==> config.mk <==
export PLATFORM = sky130hd
export DESIGN_NAME = pipe_ctrl
export DESIGN_NICKNAME = d
export VERILOG_FILES = /design/src/rtl/pipe_pkg.sv /design/src/rtl/pipe_ctrl_hazard_detect.sv /design/src/rtl/pipe_ctrl.sv
export SDC_FILE = /design/constraint.sdc
export NUM_CORES = 1
export LEC_CHECK = 0
export ABC_AREA = 0
export ABC_CLOCK_PERIOD_IN_PS = 5050
export BUFFER_PORTS_ARGS = -buffer_cell sky130_fd_sc_hd__buf_4
export CAP_MARGIN = 10
export CORE_MARGIN = 2
export CORE_UTILIZATION = 53
export CTS_BUF_LIST = sky130_fd_sc_hd__clkbuf_2
export DETAILED_ROUTE_END_ITERATION = 7
export PLACE_DENSITY = 0.86
export SYNTH_ARGS = -nofsm -noshare
export SYNTH_HDL_FRONTEND = slang
export SYNTH_SLANG_ARGS = --single-unit
==> constraint.sdc <==
create_clock -name clk -period 5.05 [get_ports clk]
set_input_delay 0.505 -clock clk [delete_from_list [all_inputs] [get_ports clk]]
set_output_delay 0.505 -clock clk [all_outputs]
set_load 0.05 [all_outputs]
==> src/rtl/pipe_pkg.sv <==
// Shared definitions for the pipeline controller: FSM state encodings and timeout default.
package pipe_pkg;

  typedef enum logic [1:0] {
    ST_RUN      = 2'd0,
    ST_MEM_WAIT = 2'd1,
    ST_FLUSH2   = 2'd2,
    ST_LU_STALL = 2'd3
  } state_e;

  localparam int unsigned MEM_TIMEOUT_DEF = 15;
  localparam int unsigned WAIT_CNT_W      = 8;

endpackage

==> src/rtl/pipe_ctrl_hazard_detect.sv <==
// Load-use hazard detector: flags a decode read of the register an in-flight load will write.
module hazard_detect (
  input  logic [4:0] id_rs1,
  input  logic [4:0] id_rs2,
  input  logic [1:0] id_rs_use,
  input  logic [4:0] ex_rd,
  input  logic       ex_is_load,
  input  logic       ex_rb_wr,
  output logic       lu_haz
);

  logic rs1_hit;
  logic rs2_hit;

  assign rs1_hit = id_rs_use[0] && (id_rs1 == ex_rd);
  assign rs2_hit = id_rs_use[1] && (id_rs2 == ex_rd);
  // x0 is hardwired to zero, so a load targeting it never creates a dependency.
  assign lu_haz  = ex_is_load && ex_rb_wr && (ex_rd != 5'd0) && (rs1_hit || rs2_hit);

endmodule

==> src/rtl/pipe_ctrl.sv <==
// Pipeline stall/flush controller: load-use bubbles, branch flushes, data-memory wait with timeout.
// Optional PIPE_CTRL_PERF_EN adds saturating stall and flush event counters.
module pipe_ctrl
  import pipe_pkg::*;
#(
  parameter int unsigned MEM_TIMEOUT = MEM_TIMEOUT_DEF
) (
  input  logic       clk,
  input  logic       rst,
  input  logic [4:0] id_rs1,
  input  logic [4:0] id_rs2,
  input  logic [1:0] id_rs_use,
  input  logic [4:0] ex_rd,
  input  logic       ex_is_load,
  input  logic       ex_rb_wr,
  input  logic       br_taken,
  input  logic       dm_req,
  input  logic       dm_ack,
  output logic       pc_en,
  output logic       if_id_en,
  output logic       id_ex_en,
  output logic       if_id_flush,
  output logic       id_ex_flush,
  output logic       mem_err,
  output logic [1:0] state
`ifdef PIPE_CTRL_PERF_EN
  ,
  output logic [15:0] stall_cnt,
  output logic [15:0] flush_cnt
`endif
);

  localparam logic [WAIT_CNT_W-1:0] TO_LAST = WAIT_CNT_W'(MEM_TIMEOUT - 1);

  state_e                state_q, state_d;
  logic [WAIT_CNT_W-1:0] cnt_q, cnt_d;
  logic                  lu_haz;

  hazard_detect u_hazard_detect (
    .id_rs1     (id_rs1),
    .id_rs2     (id_rs2),
    .id_rs_use  (id_rs_use),
    .ex_rd      (ex_rd),
    .ex_is_load (ex_is_load),
    .ex_rb_wr   (ex_rb_wr),
    .lu_haz     (lu_haz)
  );

  always_comb begin
    pc_en       = 1'b1;
    if_id_en    = 1'b1;
    id_ex_en    = 1'b1;
    if_id_flush = 1'b0;
    id_ex_flush = 1'b0;
    mem_err     = 1'b0;
    state_d     = state_q;
    cnt_d       = cnt_q;

    unique case (state_q)
      ST_RUN: begin
        if (dm_req && !dm_ack) begin
          pc_en    = 1'b0;
          if_id_en = 1'b0;
          id_ex_en = 1'b0;
          cnt_d    = '0;
          state_d  = ST_MEM_WAIT;
        end else if (br_taken) begin
          if_id_flush = 1'b1;
          id_ex_flush = 1'b1;
          state_d     = ST_FLUSH2;
        end else if (lu_haz) begin
          pc_en       = 1'b0;
          if_id_en    = 1'b0;
          id_ex_flush = 1'b1;
          state_d     = ST_LU_STALL;
        end
      end
      ST_MEM_WAIT: begin
        if (dm_ack) begin
          if (br_taken) begin
            if_id_flush = 1'b1;
            id_ex_flush = 1'b1;
            state_d     = ST_FLUSH2;
          end else begin
            state_d = ST_RUN;
          end
        end else if (cnt_q == TO_LAST) begin
          // Abort: release the pipe and squash the stuck memory instruction.
          mem_err     = 1'b1;
          id_ex_flush = 1'b1;
          state_d     = ST_RUN;
        end else begin
          pc_en    = 1'b0;
          if_id_en = 1'b0;
          id_ex_en = 1'b0;
          cnt_d    = (cnt_q == '1) ? cnt_q : cnt_q + 1'b1;
        end
      end
      // The synchronous IMEM still delivers one fetch from the wrong path.
      ST_FLUSH2: begin
        if_id_flush = 1'b1;
        state_d     = ST_RUN;
      end
      ST_LU_STALL: begin
        state_d = ST_RUN;
      end
      default: state_d = ST_RUN;
    endcase

    if (rst) begin
      pc_en       = 1'b1;
      if_id_en    = 1'b1;
      id_ex_en    = 1'b1;
      if_id_flush = 1'b1;
      id_ex_flush = 1'b1;
      mem_err     = 1'b0;
      state_d     = ST_RUN;
      cnt_d       = '0;
    end
  end

  always_ff @(posedge clk) begin
    if (rst) begin
      state_q <= ST_RUN;
      cnt_q   <= '0;
    end else begin
      state_q <= state_d;
      cnt_q   <= cnt_d;
    end
  end

  assign state = state_q;

`ifdef PIPE_CTRL_PERF_EN
  logic [15:0] stall_cnt_q, stall_cnt_d;
  logic [15:0] flush_cnt_q, flush_cnt_d;

  // Both flushes together only occur when a branch redirect is accepted.
  always_comb begin
    stall_cnt_d = stall_cnt_q;
    flush_cnt_d = flush_cnt_q;
    if (!pc_en && stall_cnt_q != 16'hFFFF) stall_cnt_d = stall_cnt_q + 16'd1;
    if (if_id_flush && id_ex_flush && flush_cnt_q != 16'hFFFF) flush_cnt_d = flush_cnt_q + 16'd1;
  end

  always_ff @(posedge clk) begin
    if (rst) begin
      stall_cnt_q <= '0;
      flush_cnt_q <= '0;
    end else begin
      stall_cnt_q <= stall_cnt_d;
      flush_cnt_q <= flush_cnt_d;
    end
  end

  assign stall_cnt = stall_cnt_q;
  assign flush_cnt = flush_cnt_q;
`endif

endmodule

### After elaboration in Yosys (flattened, before gate mapping)

Cells that the tools add are included.

| word-level totals | value |
|---|---|
| register bits after elaboration | 10 |
| output and inout port bits | 8 |
| word-level logic and storage cells | 66 |

| cells by class | value |
|---|---|
| add/subtract/negate cells | 1 |
| eq/ne operators | 13 |
| mux-type cells | 36 |
| reductions and logical operators | 14 |

Operators with widths:

| kind | number |
|---|---|
| two-way mux 8 bit | 4 |
| two-way mux 1 bit | 20 |
| one-hot mux 8 bit (2 select lines) | 1 |
| two-way mux 2 bit | 6 |
| == test 5 bit | 2 |
| adder 8 x 1 -> 8 bit (second input constant) | 1 |
| == test 8 x 4 -> 1 bit (second input constant) | 1 |
| == test 8 bit (second input constant) | 1 |
| != test 2 bit (second input constant) | 4 |
| logical AND 1 bit | 6 |
| one-hot mux 1 bit (2 select lines) | 3 |
| one-hot mux 2 bit (3 select lines) | 1 |
| AND reduction 5 bit | 1 |
| nonzero test 5 bit | 1 |
| == test 2 bit (second input constant) | 2 |
| != test 4 bit (second input constant) | 1 |
| != test 3 bit (second input constant) | 1 |
| one-hot mux 1 bit (3 select lines) | 1 |
| == test 2 x 1 -> 1 bit (second input constant) | 1 |
| zero test 2 bit | 1 |
| AND reduction 2 bit | 1 |
| nonzero test 2 bit | 1 |
| OR reduction 2 bit | 1 |
| zero test 1 bit | 1 |
| logical OR 1 bit | 1 |

### Logic depth before layout (Yosys ltp)

| depth | value |
|---|---|
| depth after elaboration | 9 |
| depth in mapped cells | 7 |

### Cells and area by module

From an unflattened synthesis, not the netlist that was laid out.

| unflattened totals | value |
|---|---|
| cells, all modules | 104 |
| area total of the unflattened synthesis | 827.0 um^2 |

Modules (own cells, without submodules):

| module | times used | cells an instance | area each (um^2) | seq. area each (um^2) |
|---|---|---|---|---|
| pipe_ctrl | 1 | 87 | 691.9 | 200.2 |
| hazard_detect | 1 | 17 | 135.1 | 0.0 |

### Worst setup path before layout

Ideal clock, no wire load.

| path | value |
|---|---|
| path kind | register to output |
| start | register state_q[0] (netlist: state[0]) |
| end | output pc_en |
| arrival time | 2838 ps |
| required time | 4545 ps |
| setup slack | 1707 ps |
| cell stages (with the launch flop) | 7 |
| cells stage by stage | dfxtp_1 -> buf_6 -> or4b_4 -> o211a_1 -> nand2_1 -> o41a_1 -> buf_4 |

| between the ends | value |
|---|---|
| cells in the longest elaborated chain, start to end | 3 |
| elaborated cells between the ends (all ways) | 4 |

RTL lines:

| element | line | source |
|---|---|---|
| from (decl) | pipe_ctrl.sv:35 | `state_e state_q, state_d;` |
| from (signal assigned) | pipe_ctrl.sv:127 | `state_q <= state_d;` |
| == test 2 x 1 -> 1 bit or zero test 2 bit (tied branches) | n/a |  |
| one-hot mux 1 bit (2 select lines) (*) | n/a |  |
| two-way mux 1 bit (*) | n/a |  |
| to (decl) | pipe_ctrl.sv:19 | `output logic pc_en,` |

Every way passes the cells marked *; elsewhere a longest branch is shown, timed or not.

### Worst setup path in the final report

| path | value |
|---|---|
| start | register state_q[0] (netlist: state[0]) |
| end | output if_id_en |

| between the ends | value |
|---|---|
| cells in the longest elaborated chain, start to end | 3 |
| elaborated cells between the ends (all ways) | 4 |

RTL lines:

| element | line | source |
|---|---|---|
| == test 2 x 1 -> 1 bit or zero test 2 bit (tied branches) | pipe_ctrl.sv:59 | `unique case (state_q)` |
| one-hot mux 1 bit (2 select lines) (*) | pipe_ctrl.sv:59 |  |
| two-way mux 1 bit (*) | pipe_ctrl.sv:110 | `if (rst) begin` |
| to (decl) | pipe_ctrl.sv:20 | `output logic if_id_en,` |

Marks and branches as above.

==> Flow_metrics.wiki <==
{| class="wikitable"
! Metric !! Value
|-
| Result of the run || complete, no violations
|-
| RSZ-0062 raised after global routing || false
|-
| Vertical extent of the die || 43.4 um
|-
| Hold WC Path Type || in2reg
|-
| Wire length of the first global-routing pass || 3480 um
|-
| Family with the most delay on the worst path || simple AND/OR/NAND/NOR gates
|-
| Number of DRC markers after the initial detailed-route iteration || 32
|-
| Number of hold-slack violations in the final timing report || 0
|-
| Most frequent standard cell in the layout excluding fill and tap cells || sky130_fd_sc_hd__buf_4
|-
| Count of flip-flops with a built-in enable after synthesis || 0
|-
| Stages on the worst setup path || 5
|-
| GRT Total Usage || 0.243
|-
| Buf/Inv on CP || 1
|-
| Final clock period utilization by the worst path || 0.523
|-
| Cts hold-fix bufs || 0
|-
| Required time of the critical path || 4.55 ns
|-
| Worst clock skew || 0.0184 ns
|-
| Residual antenna-violating net count after detailed routing || 0
|-
| Leak pwr || 0.419 nW
|-
| Area of the die || 1880 um^2
|-
| Worst slack at placement || 2.60 ns
|-
| Count of distinct cell types in the synthesized netlist || 39
|-
| Post-synthesis area per instance || 8.46 um^2
|-
| Clock net sink count || 10
|-
| Overall overflow remaining after global route || 0
|-
| Element type at the critical path start || register
|-
| Area of the core region || 1470 um^2
|-
| Boundary Pins || 32
|-
| Number of antenna violations at the first check in global routing || 0
|-
| Clock tree from TritonCTS || yes
|-
| Resize count post-CTS || 0
|-
| Buffer cell driving the clock tree root || sky130_fd_sc_hd__clkbuf_2
|-
| Number of cells produced by synthesis || 97
|-
| Detailed-route via count || 918
|-
| Final total negative setup slack || 0 ns
|-
| Power Dens Cells || 191 nW/um^2
|-
| Leading cell types in the layout, fill and taps excluded || sky130_fd_sc_hd__buf_4, sky130_fd_sc_hd__a21oi_1, sky130_fd_sc_hd__dfxtp_1
|-
| Estimated wirelength of the detail-placed design || 1540 um
|-
| Worst slew margin || 0.633
|-
| Fraction of final layout cells with drive strength greater than 1 || 0.318
|-
| CTS clk-pin slew, worst paths || 0.11 ns
|-
| TritonCTS buffer count || 3
|-
| Sequential share of the synthesized area || 0.244
|-
| Post-synthesis to final-layout area growth || 29.4%
|-
| Postcts setup bufs || 0
|-
| Worst-path maximum fanout || 11
|-
| CTS H-tree lvls || 1
|-
| Number of buffers on the longest clock path || 2
|-
| Worst Path Arrival || 2.13 ns
|-
| Wire length after detailed routing || 2030 um
|-
| Critical path start-end classification || reg2out
|-
| Quantity of I/O buffers inserted on ports || 31
|-
| Worst Slack Setup Final || 2.41 ns
|-
| Vias per Instance || 6.33
|-
| Path depth of the worst reg2reg path || 6
|-
| Chain of cells forming the critical path || or4b_4 -> o211a_1 -> nand2_1 -> o41a_1 -> buf_4
|-
| Final number of max-transition violations || 0
|-
| Maximum capacitance violations || 0
|-
| Number of global-route vias before repair || 856
|-
| Number of cells traversed by the worst hold path || 2
|-
| Primary flip-flop cell chosen by synthesis mapping || sky130_fd_sc_hd__dfxtp_1
|-
| Number of warning messages in the yosys log || 0
|-
| Maximum vdd ir drop || 157 uV
|-
| Starting density of the core || 0.558
|-
| Proportion of synthesized flip-flops having asynchronous set or reset || 0
|-
| Last weighted congestion value of the routability-driven placer || 0.802
|-
| Site row count || 14
|-
| Syn Std Cell Area || 821 um^2
|-
| Antenna Diode Count || 0
|-
| Minimum clock period after layout || 2.64 ns
|-
| Drt pass-1 iters || 4
|-
| Synth Register Bits || 10
|-
| Largest net degree at the start of global routing || 16
|-
| Number of nets in the synthesized netlist || 123
|-
| Setup violators final || 0
|-
| Wire length per cell || 14.0 um
|-
| Slew at the pin closest to its max-slew limit || 0.549 ns
|-
| Filler Cells Inserted || 113
|-
| Layout net count || 156
|-
| CP max stage cell || sky130_fd_sc_hd__or4b_4
|-
| Kind of end point of the critical path || primary output
|-
| Latest clock arrival within the worst-skew pair || 0.28 ns
|-
| Highest clock frequency the design can meet || 0.379 GHz
|-
| Longest individual stage delay on the worst path || 0.56 ns
|-
| Total DRC errors in the routed layout || 0
|-
| Horiz. Die Dim || 43.4 um
|}
-- cell type report --
type / count / area [um^2] / area share
tap: 16 / 20.0 / 0.0188
clock buffer: 3 / 15.0 / 0.0141
inverter: 5 / 18.8 / 0.0177
clock inverter: 1 / 3.75 / 0.00353
sequential: 10 / 200 / 0.188
multi-input combinational: 79 / 572 / 0.538
timing repair buffer: 31 / 233 / 0.219
-- sequential cells by signal (all words and copies together), names as in the netlist --
| name | flops |
|---|---|
| state | 2 |
| cnt_q | 8 |
-- where the power goes --
group	internal [mW]	leakage (nW)	switching, mW
registers	0.0810	0.0810	0.00443
clock network	0.0172	0.0140	0.0304
logic	0.0307	0.323	0.0391
-- metrics by stage --
step	power [mW]	std cells	utilization	hold WS [ns]	cell area, um^2
after floorplan	0.131	97	-	0.459	821
after global placement	0.156	141	0.709	0.485	1040
after detailed placement	0.157	141	0.709	0.489	1040
after CTS	0.204	145	0.722	0.445	1060
after global routing	0.214	145	0.722	0.444	1060
final	0.203	145	0.722	0.445	1060
-- final timing paths --
path             from        to  slack [ns]
min          br_taken  state[0]        0.44
max          state[0]  if_id_en        2.41
min reg2reg  cnt_q[7]  cnt_q[7]        0.52
max reg2reg  cnt_q[0]  cnt_q[5]        3.16
-- cells by family (layout without fill, tap and decap cells) --
logic type,Yosys count,count (layout),synth area share
flip-flops,10,10,0.244
adder cells (fa/ha/maj),2,2,0.0305
AND/OR/NAND/NOR,34,34,0.258
buffers and inverters,8,40,0.0595
AO/OA/AOI/OAI,33,33,0.302
XOR/XNOR,10,10,0.107
-- synth_stat cells, types with 2 or more instances --
cell type | count | area share
sky130_fd_sc_hd__a21oi_1 | 10 | 0.061
sky130_fd_sc_hd__nor4_1 | 3 | 0.023
sky130_fd_sc_hd__nand3_1 | 5 | 0.030
sky130_fd_sc_hd__ha_1 | 2 | 0.030
sky130_fd_sc_hd__buf_6 | 2 | 0.027
sky130_fd_sc_hd__o21a_1 | 2 | 0.018
sky130_fd_sc_hd__nand2_1 | 5 | 0.023
sky130_fd_sc_hd__xor2_1 | 8 | 0.085
sky130_fd_sc_hd__or4_1 | 7 | 0.064
sky130_fd_sc_hd__o31ai_1 | 3 | 0.027
sky130_fd_sc_hd__inv_1 | 5 | 0.023
sky130_fd_sc_hd__dfxtp_1 | 10 | 0.24
sky130_fd_sc_hd__o21ai_0 | 3 | 0.018
sky130_fd_sc_hd__nor2_1 | 2 | 0.0091
sky130_fd_sc_hd__xnor2_1 | 2 | 0.021
sky130_fd_sc_hd__nand4_1 | 2 | 0.015
sky130_fd_sc_hd__o41ai_1 | 4 | 0.043
-- layer usage --
metal,up-vias,global-route usage,share of wire
li1,451,-,-
met1,419,0.303,0.41
met2,44,0.409,0.51
met3,4,0.0750,0.066
met4,0,0.0606,0.0084
met5,-,0,0
(Power assumes the default switching activity.)
